[src/rtl/uart_cmd_decoder_pkg.sv]
// Shared definitions for the host UART command decoder:
// sync byte, error codes, FSM states and uart_ctrl bit positions.
package uart_cmd_decoder_pkg;

    localparam logic [7:0] DEF_SYNC_BYTE = 8'hA5;

    localparam int RX_VALID_BIT  = 0;
    localparam int FRAME_ERR_BIT = 1;

    typedef enum logic [1:0] {
        ERR_CHECKSUM = 2'd0,
        ERR_TIMEOUT  = 2'd1,
        ERR_FRAMING  = 2'd2,
        ERR_OVERRUN  = 2'd3
    } err_t;

    typedef enum logic [2:0] {
        S_IDLE = 3'd0,
        S_HOST = 3'd1,
        S_CMD  = 3'd2,
        S_ARG  = 3'd3,
        S_CHK  = 3'd4,
        S_HOLD = 3'd5
    } state_t;

    // True while a packet is partially received (inter-byte timeout armed)
    function automatic logic in_packet(input state_t s);
        return (s == S_HOST) || (s == S_CMD) || (s == S_ARG) || (s == S_CHK);
    endfunction

endpackage

[src/rtl/uart_cmd_decoder_timeout.sv]
// Inter-byte timeout: clearable counter that pulses expired when it
// reaches TIMEOUT_CYCLES-1 while enabled and not being cleared.
module uart_rx_timeout #(
    parameter int TIMEOUT_CYCLES = 1000000
) (
    input  logic ex_clk,
    input  logic reset,
    input  logic clr,
    input  logic en,
    output logic expired
);

    localparam int W = $clog2(TIMEOUT_CYCLES);
    localparam logic [W-1:0] LAST = W'(TIMEOUT_CYCLES - 1);

    logic [W-1:0] cnt;

    assign expired = en & ~clr & (cnt == LAST);

    // Count idle cycles while armed; a byte or disarm restarts from zero
    always_ff @(posedge ex_clk) begin
        if (reset) begin
            cnt <= '0;
        end else if (clr | ~en | expired) begin
            cnt <= '0;
        end else begin
            cnt <= cnt + 1'b1;
        end
    end

endmodule

[src/rtl/uart_cmd_decoder.sv]
// Frames host UART bytes into 8-byte command packets, validates them
// and presents the decoded command to sd_fsm with a valid/ready handshake.
module uart_cmd_decoder
    import uart_cmd_decoder_pkg::*;
#(
    parameter logic [7:0] SYNC_BYTE      = DEF_SYNC_BYTE,
    parameter int         TIMEOUT_CYCLES = 1000000
) (
    input  logic        ex_clk,
    input  logic        reset,
    input  logic [7:0]  uart_rx_data,
    input  logic [7:0]  uart_ctrl,
    input  logic        cmd_ready,
    output logic        uart_cmd_en,
    output logic [3:0]  host_cmd,
    output logic [5:0]  uart_cmd,
    output logic [31:0] cmd_arg,
    output logic        parse_err,
    output logic [1:0]  err_code
);

    state_t      state, state_n;
    err_t        err_val;
    logic        rx_valid, rx_ferr, is_sync;
    logic        tmo_expired, load_out, err_set;
    logic [3:0]  stg_host;
    logic [5:0]  stg_cmd;
    logic [31:0] stg_arg;
    logic [7:0]  xsum;
    logic [1:0]  arg_idx;
    logic        unused_ctrl;

    assign rx_valid    = uart_ctrl[RX_VALID_BIT];
    assign rx_ferr     = uart_ctrl[FRAME_ERR_BIT];
    assign is_sync     = rx_valid & ~rx_ferr & (uart_rx_data == SYNC_BYTE);
    assign unused_ctrl = ^uart_ctrl[7:2];

    uart_rx_timeout #(
        .TIMEOUT_CYCLES(TIMEOUT_CYCLES)
    ) u_timeout (
        .ex_clk (ex_clk),
        .reset  (reset),
        .clr    (rx_valid),
        .en     (in_packet(state)),
        .expired(tmo_expired)
    );

    // State register
    always_ff @(posedge ex_clk) begin
        if (reset) state <= S_IDLE;
        else       state <= state_n;
    end

    // Next state, output load and error decisions
    always_comb begin
        state_n  = state;
        load_out = 1'b0;
        err_set  = 1'b0;
        err_val  = ERR_CHECKSUM;
        unique case (state)
            S_IDLE: begin
                if (is_sync) state_n = S_HOST;
            end
            S_HOST, S_CMD, S_ARG, S_CHK: begin
                if (rx_valid && rx_ferr) begin
                    state_n = S_IDLE;
                    err_set = 1'b1;
                    err_val = ERR_FRAMING;
                end else if (rx_valid) begin
                    if (state == S_HOST) begin
                        state_n = S_CMD;
                    end else if (state == S_CMD) begin
                        state_n = S_ARG;
                    end else if (state == S_ARG) begin
                        state_n = (arg_idx == 2'd3) ? S_CHK : S_ARG;
                    end else if (uart_rx_data == xsum) begin
                        state_n  = S_HOLD;
                        load_out = 1'b1;
                    end else begin
                        state_n = S_IDLE;
                        err_set = 1'b1;
                        err_val = ERR_CHECKSUM;
                    end
                end else if (tmo_expired) begin
                    state_n = S_IDLE;
                    err_set = 1'b1;
                    err_val = ERR_TIMEOUT;
                end
            end
            S_HOLD: begin
                if (cmd_ready) begin
                    state_n = is_sync ? S_HOST : S_IDLE;
                end else if (rx_valid) begin
                    err_set = 1'b1;
                    err_val = ERR_OVERRUN;
                end
            end
            default: state_n = S_IDLE;
        endcase
    end

    // Staging capture and running checksum
    always_ff @(posedge ex_clk) begin
        if (reset) begin
            stg_host <= '0;
            stg_cmd  <= '0;
            stg_arg  <= '0;
            xsum     <= '0;
            arg_idx  <= '0;
        end else if (rx_valid) begin
            if (state == S_HOST) begin
                stg_host <= uart_rx_data[3:0];
                xsum     <= uart_rx_data;
                arg_idx  <= '0;
            end
            if (state == S_CMD) begin
                stg_cmd <= uart_rx_data[5:0];
                xsum    <= xsum ^ uart_rx_data;
            end
            if (state == S_ARG) begin
                stg_arg <= {stg_arg[23:0], uart_rx_data};
                xsum    <= xsum ^ uart_rx_data;
                arg_idx <= arg_idx + 2'd1;
            end
        end
    end

    // Presented command, handshake and error reporting
    always_ff @(posedge ex_clk) begin
        if (reset) begin
            uart_cmd_en <= 1'b0;
            host_cmd    <= '0;
            uart_cmd    <= '0;
            cmd_arg     <= '0;
            parse_err   <= 1'b0;
            err_code    <= '0;
        end else begin
            parse_err <= err_set;
            if (err_set) err_code <= err_val;
            if (load_out) begin
                uart_cmd_en <= 1'b1;
                host_cmd    <= stg_host;
                uart_cmd    <= stg_cmd;
                cmd_arg     <= stg_arg;
            end else if (state == S_HOLD && cmd_ready) begin
                uart_cmd_en <= 1'b0;
            end
        end
    end

endmodule
[config.mk]
export PLATFORM = sky130hd
export DESIGN_NAME = uart_cmd_decoder
export DESIGN_NICKNAME = d
export VERILOG_FILES = /design/src/rtl/uart_cmd_decoder_pkg.sv /design/src/rtl/uart_cmd_decoder_timeout.sv /design/src/rtl/uart_cmd_decoder.sv
export SDC_FILE = /design/constraint.sdc
export NUM_CORES = 1
export LEC_CHECK = 0
export ABC_AREA = 1
export BUFFER_PORTS_ARGS = -buffer_cell sky130_fd_sc_hd__buf_2
export CAP_MARGIN = 15
export CELL_PAD_IN_SITES_DETAIL_PLACEMENT = 1
export CELL_PAD_IN_SITES_GLOBAL_PLACEMENT = 1
export CORE_AREA = 2 2 143 145
export CTS_BUF_LIST = sky130_fd_sc_hd__clkbuf_4 sky130_fd_sc_hd__clkbuf_8
export DETAILED_ROUTE_END_ITERATION = 16
export DIE_AREA = 0 0 145 147
export PLACE_DENSITY_LB_ADDON = 0.1
export SLEW_MARGIN = 15
export SYNTH_ARGS = -nofsm -noshare
export SYNTH_HDL_FRONTEND = slang
export SYNTH_SLANG_ARGS = --single-unit
[constraint.sdc]
create_clock -name ex_clk -period 1.7 [get_ports ex_clk]
set_input_delay 0.51 -clock ex_clk [delete_from_list [all_inputs] [get_ports ex_clk]]
set_output_delay 0.51 -clock ex_clk [all_outputs]
set_load 0.01 [all_outputs]
==> reports/qor.yml, run 1 <==
min_period_ns: 1.615
cts_tree: "yes"
synth_mux_area_share_pct: 0
clk_pin_slew_ns: 0.08
ios: 65
drv_slew: 0
synth_top_family_by_area: "compound AO/OA/AOI/OAI gates"
p_per_area_mw_per_mm2: 937.1
final_hold_viol_count: 0
swShare_pct: 24.64
crit_type: "reg -> reg"
fin_nets: 738
rsz0062_at_grt: "yes"
max_cap_violations: 0
antenna_found_initial: 0
yosysUniqueCellTypes: 32
fillers: 2378
grt_use_total_pct: 13.54
antenna_left: 0
first_pass_iters: 4
worstPathCellList: "ha_4, nand2_4, inv_2, nand4_1, nor2_4, nand4_1, or2_0, a21oi_1"
endpoint_kind: "register"
vdd_ir_drop_max_uv: 499.3
drc: 0
power_switching_uw: 1452
worstPathRequired_ns: 2.07
grt_start_max_net_pins: 61
drtIter0Drc: 168
std_cell_rows: 52
cts_inserted_buffers: 17
synthFlopType: "dfxtp_1"
hpwlAfterDp_um: 9797
crit_path_start_kind: "register"
slowest_stage: "dfxtp_2"
root_buffer: "clkbuf_8"
p_seq_share_pct: 48.7
clockPowerShare_pct: 46.5
seqCellArea_mm2: 0.002430
io_buffers: 58
synthesis.area_mm2: 0.004880
drive_above_1_share_pct: 24.66
synth_fa_ha_area_share_pct: 0.5128
ctsLongestPathBuffers: 2
fp.coreArea_mm2: 0.01984
cts_htree_levels: 4
power_uw: 5890
max_stage_delay_ns: 0.36
syn_area_per_cell_um2: 7.770
synth-simple-area-share_pct: 17.46
async_flop_share_pct: 0
final_common_cell: "dfxtp_1"
status: "finished, final reports clean"
fin_tns_setup_ns: 0
vias: 4372
hold_class: "in -> reg"
clock.fmax_ghz: 0.6191
die_w_um: 145
vias_per_cell: 4.372
die_h_um: 147
multi_input_area_mm2: 0.002083
p_int_uw: 4439
syn-instance-count: 628
p_comb_share_pct: 4.9
grt_pass1_vias: 4540
setup_viol: 0
die_area_mm2: 0.02132
grt_pass1_wl_um: 23200
synth_compound_area_share_pct: 20.67
slew_headroom_pct: 77.90
numClockSinks: 121
ys_warn_count: 0
fin_skew_ns: 0.008886
grt-ovfl-total: 0
wl_um: 14190
final.period_utilization_pct: 95.02
initial_core_util_pct: 24.59
path_common_cell: "nand4_1"
syn2layout_area_growth_pct: 28.82
synth-edff-count: 0
final_cell_mix: "dfxtp_1, a21oi_1, nand2_1"
tightest_slew_ns: 0.3280
clk_latency_ns: 0.44
yosysSeqAreaShare_pct: 49.64
syn-num-nets: 649
synth-xor-area-share_pct: 2.692
wl_per_cell_um: 14.19
hold_ws_ns: 0.3947
crit_fanout: 5
diodes: 0
p_leak_uw: 0.002563
place_congestion: 0.7854
cp_data_arrival_time_ns: 1.98
ys_ff_latch: 121
per-stage QoR:
stage / setup WS, ns / instance area, um2 / cells / util (%)
floorplan: 0.1653 / 4880 / 628 / -
global placement: -0.2478 / 5697 / 959 / 28.71
detailed placement: -0.2608 / 5697 / 959 / 28.71
CTS: -0.01708 / 6117 / 991 / 30.83
global route: -0.04491 / 6286 / 1000 / 31.68
finish: 0.08468 / 6286 / 1000 / 31.68
synth_stat cells, types with 2 or more instances:
cell type	n	share of area, %
dfxtp_1	121	50
a21oi_1	83	8.5
nand2_1	79	6.1
o21ai_0	73	7.5
inv_1	69	5.3
nor2_1	57	4.4
nand3_1	17	1.7
clkbuf_1	16	1.2
o21ai_1	14	1.4
nand4_1	13	1.7
nor3_1	12	1.2
a21oi_2	8	1.4
xnor2_1	8	1.4
buf_2	7	0.72
inv_2	7	0.54
o21ai_2	7	1.3
xor2_1	7	1.3
nor2_2	6	0.77
buf_6	3	0.69
nor3b_1	3	0.46
o22ai_1	3	0.38
buf_1	2	0.15
buf_4	2	0.31
ha_1	2	0.51
nor2_4	2	0.46
cells by family (layout without fill, tap and decap cells):
logic type,count (synthesis),in the layout
AND/OR/NAND/NOR,194,194
AO/OA/AOI/OAI,189,189
flip-flops,121,121
buffers and inverters,107,209
XOR/XNOR,15,15
adder cells (fa/ha/maj),2,2
flip-flops by register name (all words and copies together), names as in the netlist, 3 cells and up:
register       flops
uart_cmd           6
stg_arg           32
u_timeout.cnt     20
stg_host           4
host_cmd           4
state              3
cmd_arg           32
stg_cmd            6
xsum               8
repair_timing:
action / 4_1_cts / 5_1_grt
pin swaps: 0 / 8
gates cloned: 0 / 2
hold buffers: 0 / 0
endpoints found under the setup margin: 2 / 71
setup buffers: 0 / 7
resized for setup: 2 / 22
layout make-up:
cell class | instances | share of cell area (%)
clock inverters | 14 | 2.727
multi-input cells | 400 | 33.14
flip-flops and latches | 121 | 38.65
well taps | 270 | 5.374
clock buffers | 18 | 3.842
inverters | 77 | 4.678
repair buffers | 100 | 11.58
power by group through the flow:
stage / Clock [uW] / Combinational [uW] / Sequential [uW]
2_1_floorplan: 0 / 153 / 2930
3_3_place_gp: 0 / 287 / 2930
3_5_place_dp: 0 / 291 / 2930
4_1_cts: 2850 / 291 / 2870
5_1_grt: 2990 / 326 / 2870
6_report: 2740 / 288 / 2870
worst max-delay path: cells and delay by family (launching register included):
family	cells	cell delay (ns)
and+or+nand+nor	5	0.82
DFF	1	0.36
adders and majority gates	1	0.15
AOI/OAI and AO/OA	1	0.15
buffers and inverters	1	0.06
worst paths after layout:
check	end	from	cells after the start	slack [ns]
max	u_timeout.cnt[14]$_SDFF_PP0_	u_timeout.cnt[1]$_SDFF_PP0_	8	0.08
min	uart_cmd_en$_SDFFE_PP0P_	cmd_ready	4	0.39
max reg2reg	u_timeout.cnt[14]$_SDFF_PP0_	u_timeout.cnt[1]$_SDFF_PP0_	8	0.08
min reg2reg	cmd_arg[26]$_SDFFE_PP0P_	stg_arg[26]$_SDFFE_PP0P_	2	0.45
layer usage:
| metal | GRT usage, % | vias to the layer above | wire length [um] |
|---|---|---|---|
| li1 | - | 2249 | - |
| met1 | 17.76 | 2053 | 7065 |
| met2 | 21.45 | 58 | 6494 |
| met3 | 3.851 | 12 | 443 |
| met4 | 4.604 | 0 | 184 |
| met5 | 0 | - | 0 |
Power figures use the tool's default switching activity.
==> run 2: changes to the inputs <==
--- a/config.mk
+++ b/config.mk
@@ -10,10 +10,10 @@
 export CAP_MARGIN = 15
 export CELL_PAD_IN_SITES_DETAIL_PLACEMENT = 1
 export CELL_PAD_IN_SITES_GLOBAL_PLACEMENT = 1
-export CORE_AREA = 2 2 143 145
+export CORE_AREA = 2 2 184 114
 export CTS_BUF_LIST = sky130_fd_sc_hd__clkbuf_4 sky130_fd_sc_hd__clkbuf_8
 export DETAILED_ROUTE_END_ITERATION = 16
-export DIE_AREA = 0 0 145 147
+export DIE_AREA = 0 0 186 116
 export PLACE_DENSITY_LB_ADDON = 0.1
 export SLEW_MARGIN = 15
 export SYNTH_ARGS = -nofsm -noshare
==> run 2 against run 1 <==
  * Clock power up 8.0%
  * Global-route usage up 1.0 points
  * Routed wire length up 11%
  * Utilization up 0.78 points
  * Final cell count up 0.40%
  * Critical path depth unchanged
  * Combinational power up 8.7%
  * Via count up 1.3%
  * Sequential power about the same
  * Register-to-register slack worse by 0.07 ns
  * Clock skew up 0.0033 ns
  * Largest cell class unchanged
  * Highest routed layer unchanged
==> reports/qor.yml, run 2 (synthesized netlist as in run 1, its figures left out) <==
fin_nets: 739
multi_input_area_mm2: 0.002115
first_pass_iters: 4
drive_above_1_share_pct: 26.40
vias_per_cell: 4.411
final_cell_mix: "dfxtp_1, a21oi_1, nand2_1"
max_cap_violations: 0
setup_ws_ns: 0.01310
cts_tree: "yes"
fillers: 2343
root_buffer: "clkbuf_8"
min_period_ns: 1.687
p_per_area_mw_per_mm2: 957.4
hold_ws_ns: 0.3832
die_w_um: 186
p_leak_uw: 0.002609
cts_inserted_buffers: 17
crit_type: "reg -> reg"
reg_top3: "cmd_arg x32, stg_arg x32, u_timeout.cnt x20"
die_h_um: 116
cp_data_arrival_time_ns: 2.02
final.period_utilization_pct: 99.23
clk_latency_ns: 0.46
grt_pass1_vias: 4424
cts_htree_levels: 4
ctsLongestPathBuffers: 2
io_buffers: 58
final_util_pct: 32.46
ios: 65
hpwlAfterDp_um: 10610
drc: 0
final_hold_viol_count: 0
seqCellArea_mm2: 0.002434
slew_headroom_pct: 73.08
final_common_cell: "dfxtp_1"
antenna_found_initial: 0
clock.fmax_ghz: 0.5928
wl_um: 15700
drv_slew: 0
place_congestion: 0.7406
fin_skew_ns: 0.01218
crit_path_start_kind: "register"
grt_use_total_pct: 14.57
grt_start_max_net_pins: 61
die_area_mm2: 0.02158
endpoint_kind: "register"
std_cell_rows: 40
worstPathRequired_ns: 2.03
wl_per_cell_um: 15.63
vias: 4429
grt-ovfl-total: 0
tightest_slew_ns: 0.4007
fp.coreArea_mm2: 0.01977
pre_cts_slack_ns: -0.2908
fin_tns_setup_ns: 0
rsz0062_at_grt: "yes"
hold_class: "in -> reg"
clk_pin_slew_ns: 0.07
status: "finished, final reports clean"
numClockSinks: 121
grt_pass1_wl_um: 23830
syn2layout_area_growth_pct: 31.49
diodes: 0
drtIter0Drc: 180
initial_core_util_pct: 24.68
antenna_left: 0
crit_fanout: 11
vdd_ir_drop_max_uv: 424.9
setup_viol: 0
==> run 2: through the flow <==
stage | area (um2) | std cells | total power [uW]
final | 6416 | 1004 | 6143
after floorplan | 4880 | 628 | 3085
after global routing | 6416 | 1004 | 6401
after global placement | 5693 | 961 | 3225
after CTS | 6146 | 993 | 6233
after detailed placement | 5693 | 961 | 3233
==> run 2: final timing paths <==
kind,from,to,slack (ns),depth (start not counted)
max,xsum[4]$_SDFFE_PP0P_,cmd_arg[6]$_SDFFE_PP0P_,0.01,8
min,cmd_ready,uart_cmd_en$_SDFFE_PP0P_,0.38,4
max reg2reg,xsum[4]$_SDFFE_PP0P_,cmd_arg[6]$_SDFFE_PP0P_,0.01,8
min reg2reg,stg_arg[26]$_SDFFE_PP0P_,cmd_arg[26]$_SDFFE_PP0P_,0.45,2
==> run 2: final cells by class <==
class                           instances  area share, %
Sequential cell                       121          37.93
Multi-Input combinational cell        400          32.96
Tap cell                              273          5.324
Inverter                               77          4.583
Clock inverter                         11          2.633
Clock buffer                           21          4.310
Timing Repair Buffer                  101          12.27
==> run 2: worst max-delay path, stage by stage, from the launching register on <==
cell and delay (ns):
dfxtp_2 0.34, xnor2_2 0.17, nand2_2 0.11, nor2_4 0.15
nand4_1 0.22, clkinv_4 0.22, buf_12 0.14, clkbuf_16 0.15
a21oi_1 0.07
==> run 2: where the power goes <==
part           total (uW)  switching (uW)  internal, uW
clock                2960            1250          1710
sequential           2870            16.2          2850
combinational         313             195           118
==> run 2: what timing repair did <==
item	4_1_cts	5_1_grt
hold buffers	0	0
setup endpoints to repair	8	69
gates cloned	0	5
pin swaps	0	13
setup buffers	0	6
resized for setup	3	33
==> run 2: per-layer routing <==
layer / GRT usage [%] / part of all wire, % / vias up
met5: 0 / 0 / -
met4: 5.197 / 1.1 / 0
met3: 3.677 / 3.4 / 13
met2: 18.86 / 37 / 60
met1: 22.58 / 59 / 2102
li1: - / - / 2254
==> run 3: changes to the inputs <==
--- a/config.mk
+++ b/config.mk
@@ -10,12 +10,14 @@
 export CAP_MARGIN = 15
 export CELL_PAD_IN_SITES_DETAIL_PLACEMENT = 1
 export CELL_PAD_IN_SITES_GLOBAL_PLACEMENT = 1
-export CORE_AREA = 2 2 184 114
+export CORE_AREA = 2 2 139 87
 export CTS_BUF_LIST = sky130_fd_sc_hd__clkbuf_4 sky130_fd_sc_hd__clkbuf_8
 export DETAILED_ROUTE_END_ITERATION = 16
-export DIE_AREA = 0 0 186 116
+export DIE_AREA = 0 0 141 89
+export HOLD_SLACK_MARGIN = 0.15
 export PLACE_DENSITY_LB_ADDON = 0.1
 export SLEW_MARGIN = 15
 export SYNTH_ARGS = -nofsm -noshare
 export SYNTH_HDL_FRONTEND = slang
 export SYNTH_SLANG_ARGS = --single-unit
+export TNS_END_PERCENT = 10
==> run 3 against run 2 <==
  * Hold slack better by 0.0045 ns
  * Non-clock buffer count decreased by 6
  * Sequential share of layout area grew 2.3 points
  * Critical path type unchanged
  * Register-to-register slack about the same
  * Largest cell class unchanged
  * Final cell count is 13% lower
  * Critical path depth rose by 3
  * Routed wire length down 7.0%
  * Power decreased by 4.5%
  * Utilization rose by 22 points
  * Die area down 42%
  * Maximum frequency rose by 0.53%
  * Critical endpoint is now cmd_arg[25]$_SDFFE_PP0P_
  * Worst setup slack better by 0.0089 ns
==> reports/qor.yml, run 3 (synthesized netlist as in run 1, its figures left out) <==
syn2layout_area_growth_pct: 23.90
initial_core_util_pct: 43.77
hpwlAfterDp_um: 9724
final_hold_viol_count: 0
fin_nets: 733
worstPathRequired_ns: 2.07
tightest_slew_ns: 0.4071
clock.fmax_ghz: 0.5959
cp-startpoint: "xsum[5]$_SDFFE_PP0P_"
max_stage_delay_ns: 0.33
status: "finished, final reports clean"
hold_class: "in -> reg"
drive_above_1_share_pct: 24.41
grt-ovfl-total: 0
grt_start_max_net_pins: 53
drv_slew: 0
grt_use_total_pct: 23.16
cts_inserted_buffers: 17
place_congestion: 0.8684
worstPathCellList: "inv_1, nand2_1, nand2_1, nand2_1, nor2_2, nand4_1, inv_2, buf_4, clkbuf_16, o21ai_2, a21oi_2"
p_comb_share_pct: 5.1
cp-endpoint: "cmd_arg[25]$_SDFFE_PP0P_"
die_h_um: 89
min-delay-start: "cmd_ready"
wl_um: 14600
vdd_ir_drop_max_uv: 540.7
final.period_utilization_pct: 98.71
cp_data_arrival_time_ns: 2.05
fin_tns_setup_ns: 0
drc: 0
max_cap_violations: 0
die_area_mm2: 0.01255
vias_per_cell: 5.189
hold_depth: 4
slew_headroom_pct: 72.61
fp.coreArea_mm2: 0.01115
final_common_cell: "dfxtp_1"
endpoint_kind: "register"
crit_fanout: 26
die_w_um: 141
clk_latency_ns: 0.44
final_cell_mix: "dfxtp_1, a21oi_1, nand2_1"
p_int_uw: 4337
std_cell_rows: 30
r2r_setup_slack_ns: 0.02
ios: 65
crit_type: "reg -> reg"
cts_htree_levels: 4
cts_tree: "yes"
clockPowerShare_pct: 46.0
timing.rr.end: "cmd_arg[25]$_SDFFE_PP0P_"
grt_pass1_vias: 4312
grt_pass1_wl_um: 22450
root_buffer: "clkbuf_8"
p_per_area_mw_per_mm2: 970.5
path_common_cell: "nand2_1"
rsz0062_at_grt: "yes"
power_switching_uw: 1530
crit_path_start_kind: "register"
vias: 4509
slowest_stage: "dfxtp_1"
wl_per_cell_um: 16.81
ff2ff_path_depth: 11
postPlaceCellArea_mm2: 0.005487
antenna_found_initial: 0
io_buffers: 58
antenna_left: 0
fin_skew_ns: 0.01107
p_leak_uw: 0.002517
numClockSinks: 121
setup_viol: 0
p_seq_share_pct: 48.9
min_period_ns: 1.678
first_pass_iters: 4
swShare_pct: 26.08
ctsLongestPathBuffers: 2
diodes: 0
r2r_start: "xsum[5]$_SDFFE_PP0P_"
drtIter0Drc: 237
fin_area_mm2: 0.006046
reg_top3: "cmd_arg x32, stg_arg x32, u_timeout.cnt x20"
clk_pin_slew_ns: 0.08
[run 3: cell count changes in the layout (fill, tap and decap cells not counted), sizes merged]
cell,before,now
buf,97,94
bufinv,4,2
clkbuf,25,19
clkinv,6,0
clkinvlp,1,5
inv,77,84
[run 3: worst min-delay path by stage]
stage | slack [ns] | endpoint
final | 0.39 | uart_cmd_en$_SDFFE_PP0P_
after detailed placement | 0.44 | u_timeout.cnt[0]$_SDFF_PP0_
after CTS | 0.37 | uart_cmd_en$_SDFFE_PP0P_
after global placement | 0.42 | u_timeout.cnt[0]$_SDFF_PP0_
after global routing | 0.42 | uart_cmd_en$_SDFFE_PP0P_
after floorplan | 0.42 | u_timeout.cnt[0]$_SDFF_PP0_
[run 3: layout make-up]
cell class / count / area, um2
Clock inverter: 14 / 161.4
Multi-Input combinational cell: 400 / 2085
Sequential cell: 121 / 2435
Tap cell: 144 / 180.2
Clock buffer: 18 / 247.7
Timing Repair Buffer: 95 / 648.1
Inverter: 77 / 289.0
Fill cell: 1415 / 5102
[run 3: layer usage]
layer | GRT usage [%] | part of all wire (%) | vias up
met5 | 0 | 0 | -
met4 | 6.818 | 0.46 | 0
met3 | 5.088 | 4.7 | 6
met2 | 35.17 | 44 | 88
met1 | 33.38 | 51 | 2186
li1 | - | - | 2229
[run 3: timing repair]
| action | 4_1_cts | 5_1_grt |
|---|---|---|
| pin swaps | 0 | 9 |
| endpoints found under the setup margin | 4 | 69 |
| resized for setup | 4 | 25 |
| setup buffers | 0 | 5 |
| hold buffers | 0 | 0 |
| cloned | 0 | 1 |
[run 3: power by group through the flow]
stage,sequential (uW),combinational [uW],clock [uW]
after floorplan,2930,153,0
after detailed placement,2940,280,0
after global routing,2870,328,2870
final,2870,301,2700
after CTS,2870,289,2750
after global placement,2930,271,0
[run 3: through the flow]
stage                     setup slack, ns  hold slack, ns  instances  power, uW  utilization [%]
after floorplan                    0.1653          0.4179        628       3085                -
after global placement            -0.1878          0.4239        831       3204            49.21
after detailed placement          -0.2676          0.4388        831       3216            49.21
after CTS                      -0.0005358          0.3656        863       5909            53.02
after global routing             -0.07961          0.4198        869       6066            54.23
final                             0.02195          0.3877        869       5867            54.23
[run 3: critical path, delay by kind of cell, from the launching register on]
| kind | cells | cell delay [ns] |
|---|---|---|
| buffers and inverters | 4 | 0.59 |
| AND/OR/NAND/NOR | 5 | 0.54 |
| flip-flops | 1 | 0.33 |
| AO/OA/AOI/OAI | 2 | 0.17 |
